### src/rtl/cmos_pixel_pack.sv
// CMOS byte-stream packer: discards a settling period of frames after reset, then packs
// byte pairs into RGB565 words with frame/line markers and a sticky line-format error.
module cmos_pixel_pack #(
    parameter int SKIP_FRAMES = 10,
    parameter int H_PIXELS    = 1280
) (
    input  logic        sck,
    input  logic        rst_n,
    input  logic        cmos_href_delay,
    input  logic        cmos_vsync_delay,
    input  logic [7:0]  cmos_data_delay,
    output logic        pixel_valid,
    output logic [15:0] pixel_data,
    output logic        frame_start,
    output logic        line_end,
    output logic        frame_ready,
    output logic [11:0] line_cnt,
    output logic        line_err
);

    localparam int              SKIP_W    = (SKIP_FRAMES > 0) ? $clog2(SKIP_FRAMES + 1) : 1;
    localparam logic [SKIP_W-1:0] SKIP_LAST = SKIP_W'(SKIP_FRAMES);
    localparam logic [SKIP_W-1:0] SKIP_ONE  = SKIP_W'(1);
    localparam logic [11:0]     H_PIX     = 12'(H_PIXELS);

    typedef enum logic {
        S_SKIP   = 1'b0,
        S_ACTIVE = 1'b1
    } state_t;

    state_t              r_state;
    state_t              w_state_nxt;
    logic [SKIP_W-1:0]   r_skip_cnt;

    logic                r_vsync_d;
    logic                r_href_d;
    logic                r_phase;
    logic                r_drop_line;
    logic                r_first_pix;
    logic [7:0]          r_hi;
    logic [11:0]         r_pix_cnt;

    logic                r_pixel_valid_p1;
    logic [15:0]         r_pixel_data_p1;
    logic                r_frame_start_p1;
    logic                r_line_end_p1;
    logic [11:0]         r_line_cnt_p1;
    logic                r_line_err_p1;

    logic                w_vs_rise;
    logic                w_hr_fall;
    logic                w_active;
    logic                w_enter;
    logic                w_accept;
    logic                w_pix_emit;
    logic                w_line_done;
    logic                w_frame_edge;
    logic                w_frame_ready;

    function automatic logic [11:0] sat_inc12(input logic [11:0] v);
        return (v == 12'hFFF) ? v : v + 12'd1;
    endfunction

    assign w_vs_rise   = cmos_vsync_delay & ~r_vsync_d;
    assign w_hr_fall   = ~cmos_href_delay & r_href_d;
    assign w_active    = (r_state == S_ACTIVE);
    assign w_enter     = (r_state == S_SKIP) && w_vs_rise && (r_skip_cnt == SKIP_LAST);
    // A line already under way when vsync rises is never resumed, so no partial line leaks in.
    assign w_accept    = w_active && cmos_href_delay && !cmos_vsync_delay && !r_drop_line;
    assign w_pix_emit  = w_accept && r_phase;
    assign w_line_done = w_active && w_hr_fall && !r_drop_line;
    assign w_frame_edge = w_vs_rise && (w_active || w_enter);

    // Stage 0: input edge detect
    always_ff @(posedge sck or negedge rst_n) begin
        if (!rst_n) begin
            r_vsync_d <= 1'b0;
            r_href_d  <= 1'b0;
        end else begin
            r_vsync_d <= cmos_vsync_delay;
            r_href_d  <= cmos_href_delay;
        end
    end

    always_ff @(posedge sck or negedge rst_n) begin
        if (!rst_n) begin
            r_state <= S_SKIP;
        end else begin
            r_state <= w_state_nxt;
        end
    end

    always_comb begin
        w_state_nxt = r_state;
        case (r_state)
            S_SKIP:   if (w_enter) w_state_nxt = S_ACTIVE;
            S_ACTIVE: w_state_nxt = S_ACTIVE;
            default:  w_state_nxt = S_SKIP;
        endcase
    end

    always_comb begin
        w_frame_ready = 1'b0;
        if (r_state == S_ACTIVE) w_frame_ready = 1'b1;
    end

    always_ff @(posedge sck or negedge rst_n) begin
        if (!rst_n) begin
            r_skip_cnt <= '0;
        end else if ((r_state == S_SKIP) && w_vs_rise && !w_enter) begin
            r_skip_cnt <= r_skip_cnt + SKIP_ONE;
        end
    end

    // Stage 0: byte phase, high-byte latch and per-line bookkeeping
    always_ff @(posedge sck or negedge rst_n) begin
        if (!rst_n) begin
            r_phase     <= 1'b0;
            r_hi        <= 8'd0;
            r_drop_line <= 1'b0;
            r_first_pix <= 1'b0;
            r_pix_cnt   <= 12'd0;
        end else begin
            if (!cmos_href_delay || cmos_vsync_delay) begin
                r_phase <= 1'b0;
            end else if (w_accept) begin
                r_phase <= ~r_phase;
            end

            if (w_accept && !r_phase) begin
                r_hi <= cmos_data_delay;
            end

            if (!cmos_href_delay) begin
                r_drop_line <= 1'b0;
            end else if (cmos_vsync_delay) begin
                r_drop_line <= 1'b1;
            end

            if (w_frame_edge) begin
                r_first_pix <= 1'b1;
            end else if (w_pix_emit) begin
                r_first_pix <= 1'b0;
            end

            if (w_hr_fall || (w_active && w_vs_rise)) begin
                r_pix_cnt <= 12'd0;
            end else if (w_pix_emit) begin
                r_pix_cnt <= sat_inc12(r_pix_cnt);
            end
        end
    end

    // Stage 1: registered pixel strobe and line/frame markers
    always_ff @(posedge sck or negedge rst_n) begin
        if (!rst_n) begin
            r_pixel_valid_p1 <= 1'b0;
            r_pixel_data_p1  <= 16'd0;
            r_frame_start_p1 <= 1'b0;
            r_line_end_p1    <= 1'b0;
            r_line_cnt_p1    <= 12'd0;
            r_line_err_p1    <= 1'b0;
        end else begin
            r_pixel_valid_p1 <= w_pix_emit;
            r_frame_start_p1 <= w_pix_emit && r_first_pix;
            if (w_pix_emit) begin
                r_pixel_data_p1 <= {r_hi, cmos_data_delay};
            end

            r_line_end_p1 <= w_line_done;
            // A line closing on the same edge as vsync still reports, but the new frame counts from 0.
            if (w_active && w_vs_rise) begin
                r_line_cnt_p1 <= 12'd0;
            end else if (w_line_done) begin
                r_line_cnt_p1 <= r_line_cnt_p1 + 12'd1;
            end

            if (w_line_done && (r_phase || (r_pix_cnt != H_PIX))) begin
                r_line_err_p1 <= 1'b1;
            end
        end
    end

    assign pixel_valid = r_pixel_valid_p1;
    assign pixel_data  = r_pixel_data_p1;
    assign frame_start = r_frame_start_p1;
    assign line_end    = r_line_end_p1;
    assign frame_ready = w_frame_ready;
    assign line_cnt    = r_line_cnt_p1;
    assign line_err    = r_line_err_p1;

endmodule

### config.mk
export PLATFORM = sky130hd
export DESIGN_NAME = cmos_pixel_pack
export DESIGN_NICKNAME = d
export VERILOG_FILES = /design/src/rtl/cmos_pixel_pack.sv
export SDC_FILE = /design/constraint.sdc
export NUM_CORES = 1
export LEC_CHECK = 0
export CAP_MARGIN = 10
export CORE_ASPECT_RATIO = 1.5
export CORE_MARGIN = 8
export CORE_UTILIZATION = 53
export CTS_CLUSTER_SIZE = 8
export DETAILED_ROUTE_END_ITERATION = 10
export GPL_ROUTABILITY_DRIVEN = 0
export PLACE_DENSITY = 0.79
export REMOVE_ABC_BUFFERS = 1
export SLEW_MARGIN = 20
export SYNTH_ARGS = -nofsm -noshare
export SYNTH_HDL_FRONTEND = slang
export SYNTH_SLANG_ARGS = --single-unit
### constraint.sdc
create_clock -name sck -period 2 [get_ports sck]
set_clock_uncertainty 0.05 [all_clocks]
set_input_delay 0.3 -clock sck [delete_from_list [all_inputs] [get_ports sck]]
set_output_delay 0.3 -clock sck [all_outputs]
set_load 0.03 [all_outputs]
==> results.json, run 1 <==
{
  "outcome": "complete, no violations",
  "dp_cells": 393,
  "synthTopCellsByArea": "dfrtp_1 (56%), nand2_1 (8.1%), mux2_2 (4.0%), nand4_1 (2.5%), ha_1 (2.2%)",
  "clock_latency_ns": 0.34,
  "clockRootBuffer": "clkbuf_8",
  "wire_per_inst_um": 15.29,
  "wl_mm": 6.270,
  "combPwrFrac_pct": 28.9,
  "worst_pin_slew_ns": 0.4581,
  "rsz0062_at_grt": "false",
  "drc": 0,
  "startpoint_type": "register",
  "cap_viol_max_count": 0,
  "slew_headroom_pct": 69.46,
  "grt_pass1_wl_mm": 10.65,
  "async_flop_share_pct": 100.0,
  "cts_tree": "done",
  "syn_area_um2": 2791,
  "critPathCaptureType": "register",
  "p_seq_share_pct": 41.5,
  "antenna_found_initial": 0,
  "crit_arrival_ns": 2.08,
  "r2r_cells": 5,
  "hold_ws_ns": 0.4161,
  "grt_start_max_net_pins": 36,
  "finalMaxSlewViolations": 0,
  "hold_viol": 0,
  "synth-main-ff-cell": "dfrtp_1",
  "synth_cell_types": 47,
  "dr.pass1.iters": 4,
  "holdBufCountCts": 1,
  "dp.final_hpwl_mm": 4.509,
  "synth-seq-area-share_pct": 55.58,
  "drive_gt1_share_pct": 14.91,
  "portBuffers": 44,
  "rows": 32,
  "p_clk_share_pct": 29.6,
  "synth_edf_count": 0,
  "chipWidth_um": 75.26,
  "switchingPower_mw": 1.368,
  "cts_buffer_depth": 2,
  "fp.dieH_um": 104.9,
  "grt_overflow": 0,
  "n_antenna_cell": 0,
  "vias": 2262,
  "grtUsageTotal_pct": 17.34,
  "p_leak_nw": 1.645,
  "worstSetupPathType": "reg -> reg",
  "drt_iter0_drc": 121,
  "ys_seq_elements": 62,
  "die_area_um2": 7893,
  "crit_start": "r_pix_cnt[0]$_DFFE_PN0P_",
  "yosysTopAreaCell": "dfrtp_1",
  "fin_crit_sh_pct": 93.28,
  "area_growth_pct": 30.39,
  "power.internal_mw": 2.803,
  "hold_path.class": "reg -> reg",
  "syn_inst": 272,
  "post_cts_resized": 0,
  "max_freq_mhz": 536.0,
  "htree_levels": 3,
  "fin_cells": 410,
  "avgSynthCellArea_um2": 10.26,
  "r2r_start": "r_pix_cnt[0]$_DFFE_PN0P_",
  "required_ns": 2.22,
  "ioPinCount": 45,
  "final.min_clock_period_ns": 1.866,
  "initial_utilization_pct": 54.47,
  "yosys_warnings": 0,
  "fin_total_pwr_mw": 4.172,
  "swShare_pct": 32.80,
  "yosysTopAreaCellShare_pct": 55.58,
  "setup_violations": 0,
  "postRouteAntennaNets": 0,
  "hp-start": "r_hi[5]$_DFFE_PN0P_",
  "grt_pass1_vias": 2375,
  "cts_inserted_buffers": 9,
  "cts_sinks": 62,
  "fill_cells": 403,
  "clkTransAtPathRegs_ns": 0.08,
  "nNetsFinal": 354,
  "powerDensity_nw_per_um2": 1146,
  "vdd_drop_max_uv": 759.2,
  "postCtsSetupRepairBufs": 0,
  "coreArea_um2": 5125,
  "crit_path_max_fanout": 7,
  "whs_path_depth": 2,
  "viasPerCell": 5.517
}
[state kept, by name (all words and copies together), names as in the netlist, 4 cells and up]
signal and count:
r_hi 8, pixel_data 16, line_cnt 12, r_skip_cnt 4, r_pix_cnt 12
[cell usage after synthesis (2+ instances only)]
cell type,instances
ha_1,5
xnor2_1,5
nand3_1,12
dfrtp_1,62
inv_1,9
nand2_1,60
nor4_1,2
a31oi_1,2
o21ai_0,7
nand4_1,11
mux2i_1,2
xor2_1,6
o31ai_1,2
o221ai_1,2
or4_1,3
and2_1,2
nor2b_1,4
clkbuf_1,8
nor2_1,12
mux2_2,10
and3_1,4
o211ai_1,3
and4_1,4
buf_6,2
or3_1,5
a21oi_1,7
[through the flow]
stage	util, %	area, um^2	setup TNS [ns]	worst slack (ns)
floorplan	-	2730	-8.187	-0.6286
global placement	66.50	3408	-0.1578	-0.06698
detailed placement	66.50	3408	-0.5739	-0.1115
CTS	71.02	3640	0	0.1396
global route	71.02	3640	0	0.06806
finish	71.02	3640	0	0.1344
[cells by family after synthesis]
logic type	after synthesis	share of synthesized area, %
AND/OR/NAND/NOR	129	23.26
flip-flops	62	55.58
AO/OA/AOI/OAI	31	7.172
buffers and inverters	22	3.540
multiplexers	12	4.751
XOR/XNOR	11	3.451
adder cells (fa/ha/maj)	5	2.241
[per-layer routing]
metal  vias up  part of all wire, %  track usage [%]
met5         -                    0                0
met4         0                  1.8            8.564
met3         9                  5.2            4.306
met2        72                   52            29.22
met1      1105                   41            19.32
li1       1076                    -                -
[layout make-up]
class,count,area (um^2),area share (%)
inverters,10,37.54,1.031
multi-input cells,188,1141,31.35
well taps,68,85.08,2.338
repair buffers,66,603.1,16.57
clock buffers,9,123.9,3.403
flip-flops and latches,62,1551,42.63
clock inverters,7,97.59,2.681
[final timing paths]
check	endpoint	slack [ns]
hold / removal	pixel_data[13]$_DFFE_PN0P_	0.42
max in group asynchronous	r_hi[1]$_DFFE_PN0P_	1.05
min in group asynchronous	line_cnt[10]$_DFFE_PN0P_	0.46
hold reg to reg	pixel_data[13]$_DFFE_PN0P_	0.42
setup reg to reg	r_pix_cnt[4]$_DFFE_PN0P_	0.13
setup / recovery	r_pix_cnt[4]$_DFFE_PN0P_	0.13
[critical path, cell delays in order (launching register included)]
cell and delay, ns:
dfrtp_1 0.42, ha_1 0.24, and2_1 0.23, and4_4 0.23
or4_1 0.48, a21oi_1 0.15
[cells in the final DEF, fill, tap and decap left out, types with 3 or more instances in the layout]
master	instances
clkdlybuf4s50_1	43
dfrtp_1	62
nand3_1	12
or3_1	5
inv_1	9
nand2_1	60
ha_1	5
xnor2_1	5
nand4_1	11
and4_1	4
mux2_2	10
clkbuf_8	9
a21oi_1	7
xor2_1	6
buf_4	21
o211ai_1	3
and3_1	4
or4_1	3
o21ai_0	7
nor2b_1	4
nor2_1	12
[power by group through the flow]
stage          Sequential [mW]  Combinational [mW]  Clock, mW
2_1_floorplan             2.05               0.376          0
3_3_place_gp              1.74                1.20          0
3_5_place_dp              1.76                1.22          0
4_1_cts                   1.73                1.23       1.25
5_1_grt                   1.78                1.30       1.30
6_report                  1.73                1.21       1.23
Power figures use the tool's default switching activity.
==> run 2, diff against run 1 <==
Settings changed: CORE_ASPECT_RATIO 1.5 to 1.4.
==> run 2 against run 1 <==
Effect of this change: setup slack better by 0.0065 ns; routed wire length down 1.9%; sequential share of layout area up 0.85 points; total power down 5.8%; hold slack worse by 0.00063 ns; clock power down 20%; sequential power about the same; critical path depth down 3.
==> results.json, run 2 (same netlist as run 1, synthesis figures left out) <==
{
  "outcome": "complete, no violations",
  "place_ws_ns": -0.01930,
  "cts_buffer_depth": 2,
  "hold_viol": 0,
  "rows": 31,
  "ioPinCount": 45,
  "cap_viol_max_count": 0,
  "postCtsSetupRepairBufs": 0,
  "fp.dieH_um": 101.9,
  "portBuffers": 44,
  "wl_mm": 6.153,
  "vias": 2242,
  "finalMaxSlewViolations": 0,
  "worstSetupPathType": "reg -> out",
  "grt_overflow": 0,
  "r2r_cells": 5,
  "wire_per_inst_um": 15.27,
  "setup_slack_ns": 0.1408,
  "final_cell_mix": "dfrtp_1 (62), nand2_1 (60), clkdlybuf4s50_1 (43), buf_4 (15)",
  "drt_iter0_drc": 209,
  "endpoint": "frame_ready",
  "cts_tree": "done",
  "startpoint_type": "register",
  "slew_headroom_pct": 76.95,
  "timing.setup.tns_ns": 0,
  "crit_arrival_ns": 1.51,
  "hold_path.class": "reg -> reg",
  "initial_utilization_pct": 54.52,
  "grtUsageTotal_pct": 16.87,
  "r2r_start": "r_pix_cnt[0]$_DFFE_PN0P_",
  "dp.final_hpwl_mm": 4.363,
  "fin_crit_sh_pct": 92.96,
  "critPathCaptureType": "output pin",
  "postRouteAntennaNets": 0,
  "antenna_found_initial": 0,
  "clockRootBuffer": "clkbuf_8",
  "final.min_clock_period_ns": 1.859,
  "chipWidth_um": 77.34,
  "max_freq_mhz": 537.9,
  "vdd_drop_max_uv": 702.2,
  "rsz0062_at_grt": "false",
  "grt_pass1_wl_mm": 10.55,
  "cts_inserted_buffers": 9,
  "crit_path_max_fanout": 7,
  "largest_reg_flops": 16,
  "drc": 0,
  "setup_violations": 0,
  "htree_levels": 3,
  "required_ns": 1.65,
  "p_leak_nw": 1.614,
  "die_area_um2": 7878,
  "worst_pin_slew_ns": 0.3446,
  "drive_gt1_share_pct": 13.06,
  "clkTransAtPathRegs_ns": 0.07,
  "coreArea_um2": 5120,
  "grt_start_max_net_pins": 63,
  "post_cts_resized": 0,
  "area_growth_pct": 27.83,
  "powerDensity_nw_per_um2": 1101,
  "cts_sinks": 62,
  "n_antenna_cell": 0,
  "dr.pass1.iters": 4,
  "grt_pass1_vias": 2266,
  "r2r_slack_ns": 0.15,
  "nNetsFinal": 349,
  "crit_start": "r_state$_DFF_PN0_",
  "layout_commonest_cell": "dfrtp_1",
  "viasPerCell": 5.563,
  "holdBufCountCts": 1,
  "clock_latency_ns": 0.34,
  "r2r-end": "r_pix_cnt[7]$_DFFE_PN0P_"
}
-- run 2: cell types whose count changed in the layout (fill, tap and decap cells not counted) --
| cell | previous run | this run |
|---|---|---|
| buf_12 | 0 | 1 |
| buf_4 | 21 | 15 |
| bufinv_16 | 2 | 0 |
| clkbuf_1 | 0 | 2 |
| clkbuf_8 | 9 | 11 |
| clkinv_2 | 1 | 2 |
| clkinvlp_4 | 2 | 0 |
| inv_6 | 1 | 0 |
-- run 2: power breakdown --
| part | internal (mW) | leakage, nW | total [mW] | switching [mW] |
|---|---|---|---|---|
| clock network | 0.516 | 0.0934 | 0.986 | 0.470 |
| logic | 0.547 | 0.712 | 1.21 | 0.661 |
| registers | 1.55 | 0.809 | 1.74 | 0.189 |
| total | 2.61 | 1.61 | 3.93 | 1.32 |
-- run 2: worst max-delay path: stages, from the launching register on --
cell and delay, ns:
dfrtp_1 0.35, buf_4 0.14, clkdlybuf4s50_1 0.68
-- run 2: worst min-delay path by stage --
stage,endpoint,start,depth (start not counted)
after CTS,pixel_data[12]$_DFFE_PN0P_,r_hi[4]$_DFFE_PN0P_,2
final,pixel_data[12]$_DFFE_PN0P_,r_hi[4]$_DFFE_PN0P_,2
after global routing,pixel_data[4]$_DFFE_PN0P_,pixel_data[4]$_DFFE_PN0P_,2
after global placement,line_cnt[10]$_DFFE_PN0P_,rst_n,2
after floorplan,frame_start$_DFF_PN0_,rst_n,0
after detailed placement,line_cnt[11]$_DFFE_PN0P_,rst_n,2
-- run 2: area by class of cell --
| class | instances | area [um^2] |
|---|---|---|
| inverter | 10 | 37.54 |
| timing repair buffer | 61 | 578.1 |
| sequential | 62 | 1551 |
| clock inverter | 3 | 18.77 |
| fill | 399 | 1551 |
| multi-input combinational | 188 | 1141 |
| tap | 66 | 82.58 |
| clock buffer | 13 | 158.9 |
-- run 2: layer usage --
layer	global-route usage [%]	vias up	share of wire [%]
met2	28.28	74	52
met1	18.50	1090	41
met3	6.074	11	5.9
li1	-	1067	-
met4	8.601	0	2.0
met5	0	-	0
-- run 2: stage by stage --
stage / cells / cell area (um^2) / power (mW) / util (%) / hold WS [ns]
global placement: 386 / 3381 / 2.933 / 66.03 / 0.2837
global route: 403 / 3568 / 4.164 / 69.70 / 0.4497
floorplan: 260 / 2730 / 2.425 / - / -0.04559
finish: 403 / 3568 / 3.930 / 69.70 / 0.4155
CTS: 403 / 3568 / 3.974 / 69.70 / 0.4140
detailed placement: 386 / 3381 / 2.983 / 66.03 / 0.2886
==> run 3, diff against run 2 <==
Settings changed: CORE_UTILIZATION 53 to 57, PLACE_DENSITY 0.79 to 0.84, SLEW_MARGIN 20 to unset.
Clock period 2 ns to 2.3 ns, I/O delays scaled along.
==> run 3 against run 2 <==
Effect of this change: cell area decreased by 0.56%; global-route usage grew 0.79 points; sequential cell count did not move; clock-buffer cell count shrank 4; sequential share of layout area rose by 0.25 points; highest routed layer unchanged; critical endpoint is now r_pix_cnt[1]$_DFFE_PN0P_; critical path depth is 3 higher; largest power group unchanged; largest cell class unchanged; clock power decreased by 3.1%; via count down 0.58%.
==> results.json, run 3 (same netlist as run 1, synthesis figures left out) <==
{
  "outcome": "complete, no violations",
  "drc": 0,
  "coreArea_um2": 4767,
  "grt_pass1_wl_mm": 10.11,
  "layout_commonest_cell": "dfrtp_1",
  "drt-met1-wl_mm": 2.451,
  "htree_levels": 3,
  "clkTransAtPathRegs_ns": 0.07,
  "cts_inserted_buffers": 9,
  "nNetsFinal": 344,
  "cts_tree": "done",
  "clockRootBuffer": "clkbuf_8",
  "fill_cells": 335,
  "grt_pass1_vias": 2227,
  "dpl-instance-area_um2": 3341,
  "holdBufCountCts": 1,
  "die_area_um2": 7424,
  "max_freq_mhz": 512.2,
  "slew_headroom_pct": 65.31,
  "ff_latch_area_um2": 1551,
  "grt_overflow": 0,
  "wl_met3_um": 312,
  "clock_latency_ns": 0.35,
  "finalMaxSlewViolations": 0,
  "cts_sinks": 62,
  "highest_layer": "met4",
  "grt_start_max_net_pins": 41,
  "fp.dieH_um": 98.80,
  "fin_crit_sh_pct": 84.88,
  "grtUsageTotal_pct": 17.66,
  "drt_iter0_drc": 196,
  "vdd_drop_max_uv": 634.0,
  "fin_total_pwr_mw": 3.498,
  "cap_viol_max_count": 0,
  "postRouteAntennaNets": 0,
  "multiInputGateArea_um2": 1141,
  "vias": 2229,
  "rows": 30,
  "hold_viol": 0,
  "antenna_found_initial": 0,
  "required_ns": 2.48,
  "rsz0062_at_grt": "false",
  "p_leak_nw": 1.597,
  "crit_arrival_ns": 2.13,
  "dp.final_hpwl_mm": 4.256,
  "stdcell_area_um2": 3548,
  "dr.pass1.iters": 4,
  "ioPinCount": 45,
  "final_util_pct": 74.44,
  "r2r_cells": 5,
  "viasPerCell": 5.629,
  "cts_buffer_depth": 2,
  "n_antenna_cell": 0,
  "final_cell_mix": "dfrtp_1 (62), nand2_1 (60), clkdlybuf4s50_1 (43), nand3_1 (12), nor2_1 (12)",
  "whs_path_depth": 2,
  "route.met2.wl_mm": 3.056,
  "powerDensity_nw_per_um2": 985.9,
  "postCtsSetupRepairBufs": 0,
  "largest_reg_flops": 16,
  "critPathCaptureType": "register",
  "final.min_clock_period_ns": 1.952,
  "setup_violations": 0,
  "place_ws_ns": 0.1228,
  "crit_path_max_fanout": 7,
  "hold_path.class": "reg -> reg",
  "worstSetupPathType": "reg -> reg",
  "portBuffers": 44,
  "chipWidth_um": 75.15,
  "area_growth_pct": 27.12,
  "wire_per_inst_um": 15.19,
  "drive_gt1_share_pct": 12.35,
  "wl_mm": 6.015,
  "startpoint_type": "register",
  "worst_pin_slew_ns": 0.5203,
  "initial_utilization_pct": 58.56,
  "setup_slack_ns": 0.3478,
  "post_cts_resized": 0
}
run 3: layout make-up:
type	count	share of cell area, %
Clock inverter	7	2.080
Clock buffer	9	3.491
Timing Repair Buffer	56	15.23
Inverter	10	1.058
Sequential cell	62	43.72
Tap cell	64	2.257
Multi-Input combinational cell	188	32.16
run 3: metal layers:
metal	GRT usage [%]	vias up
met3	5.488	17
met2	27.24	76
li1	-	1058
met5	0	-
met4	10.70	0
met1	20.57	1078
run 3: metrics by stage:
stage	TNS [ns]	instances	hold WS, ns
3_5_place_dp	0	379	0.3046
2_1_floorplan	-1.210	260	-0.0005911
5_1_grt	0	396	0.4392
3_3_place_gp	0	379	0.2994
6_report	0	396	0.4153
4_1_cts	0	396	0.4173
run 3: final timing paths:
| kind | slack [ns] | end | start |
|---|---|---|---|
| setup / recovery | 0.35 | r_pix_cnt[1]$_DFFE_PN0P_ | r_pix_cnt[0]$_DFFE_PN0P_ |
| hold / removal | 0.42 | pixel_data[14]$_DFFE_PN0P_ | r_hi[6]$_DFFE_PN0P_ |
| setup reg to reg | 0.35 | r_pix_cnt[1]$_DFFE_PN0P_ | r_pix_cnt[0]$_DFFE_PN0P_ |
| hold reg to reg | 0.42 | pixel_data[14]$_DFFE_PN0P_ | r_hi[6]$_DFFE_PN0P_ |
| max in group asynchronous | 1.16 | r_pix_cnt[10]$_DFFE_PN0P_ | rst_n |
| min in group asynchronous | 0.46 | line_cnt[8]$_DFFE_PN0P_ | rst_n |
run 3: report_power, final:
| group | switching [mW] | internal, mW |
|---|---|---|
| sequential | 0.176 | 1.34 |
| combinational | 0.561 | 0.462 |
| clock | 0.452 | 0.503 |
| total | 1.19 | 2.31 |
run 3: critical path, cell delays in order (launching register included):
cell	delay, ns
dfrtp_1	0.40
ha_1	0.20
and2_1	0.29
nand4_1	0.30
nand2_1	0.25
mux2_2	0.36
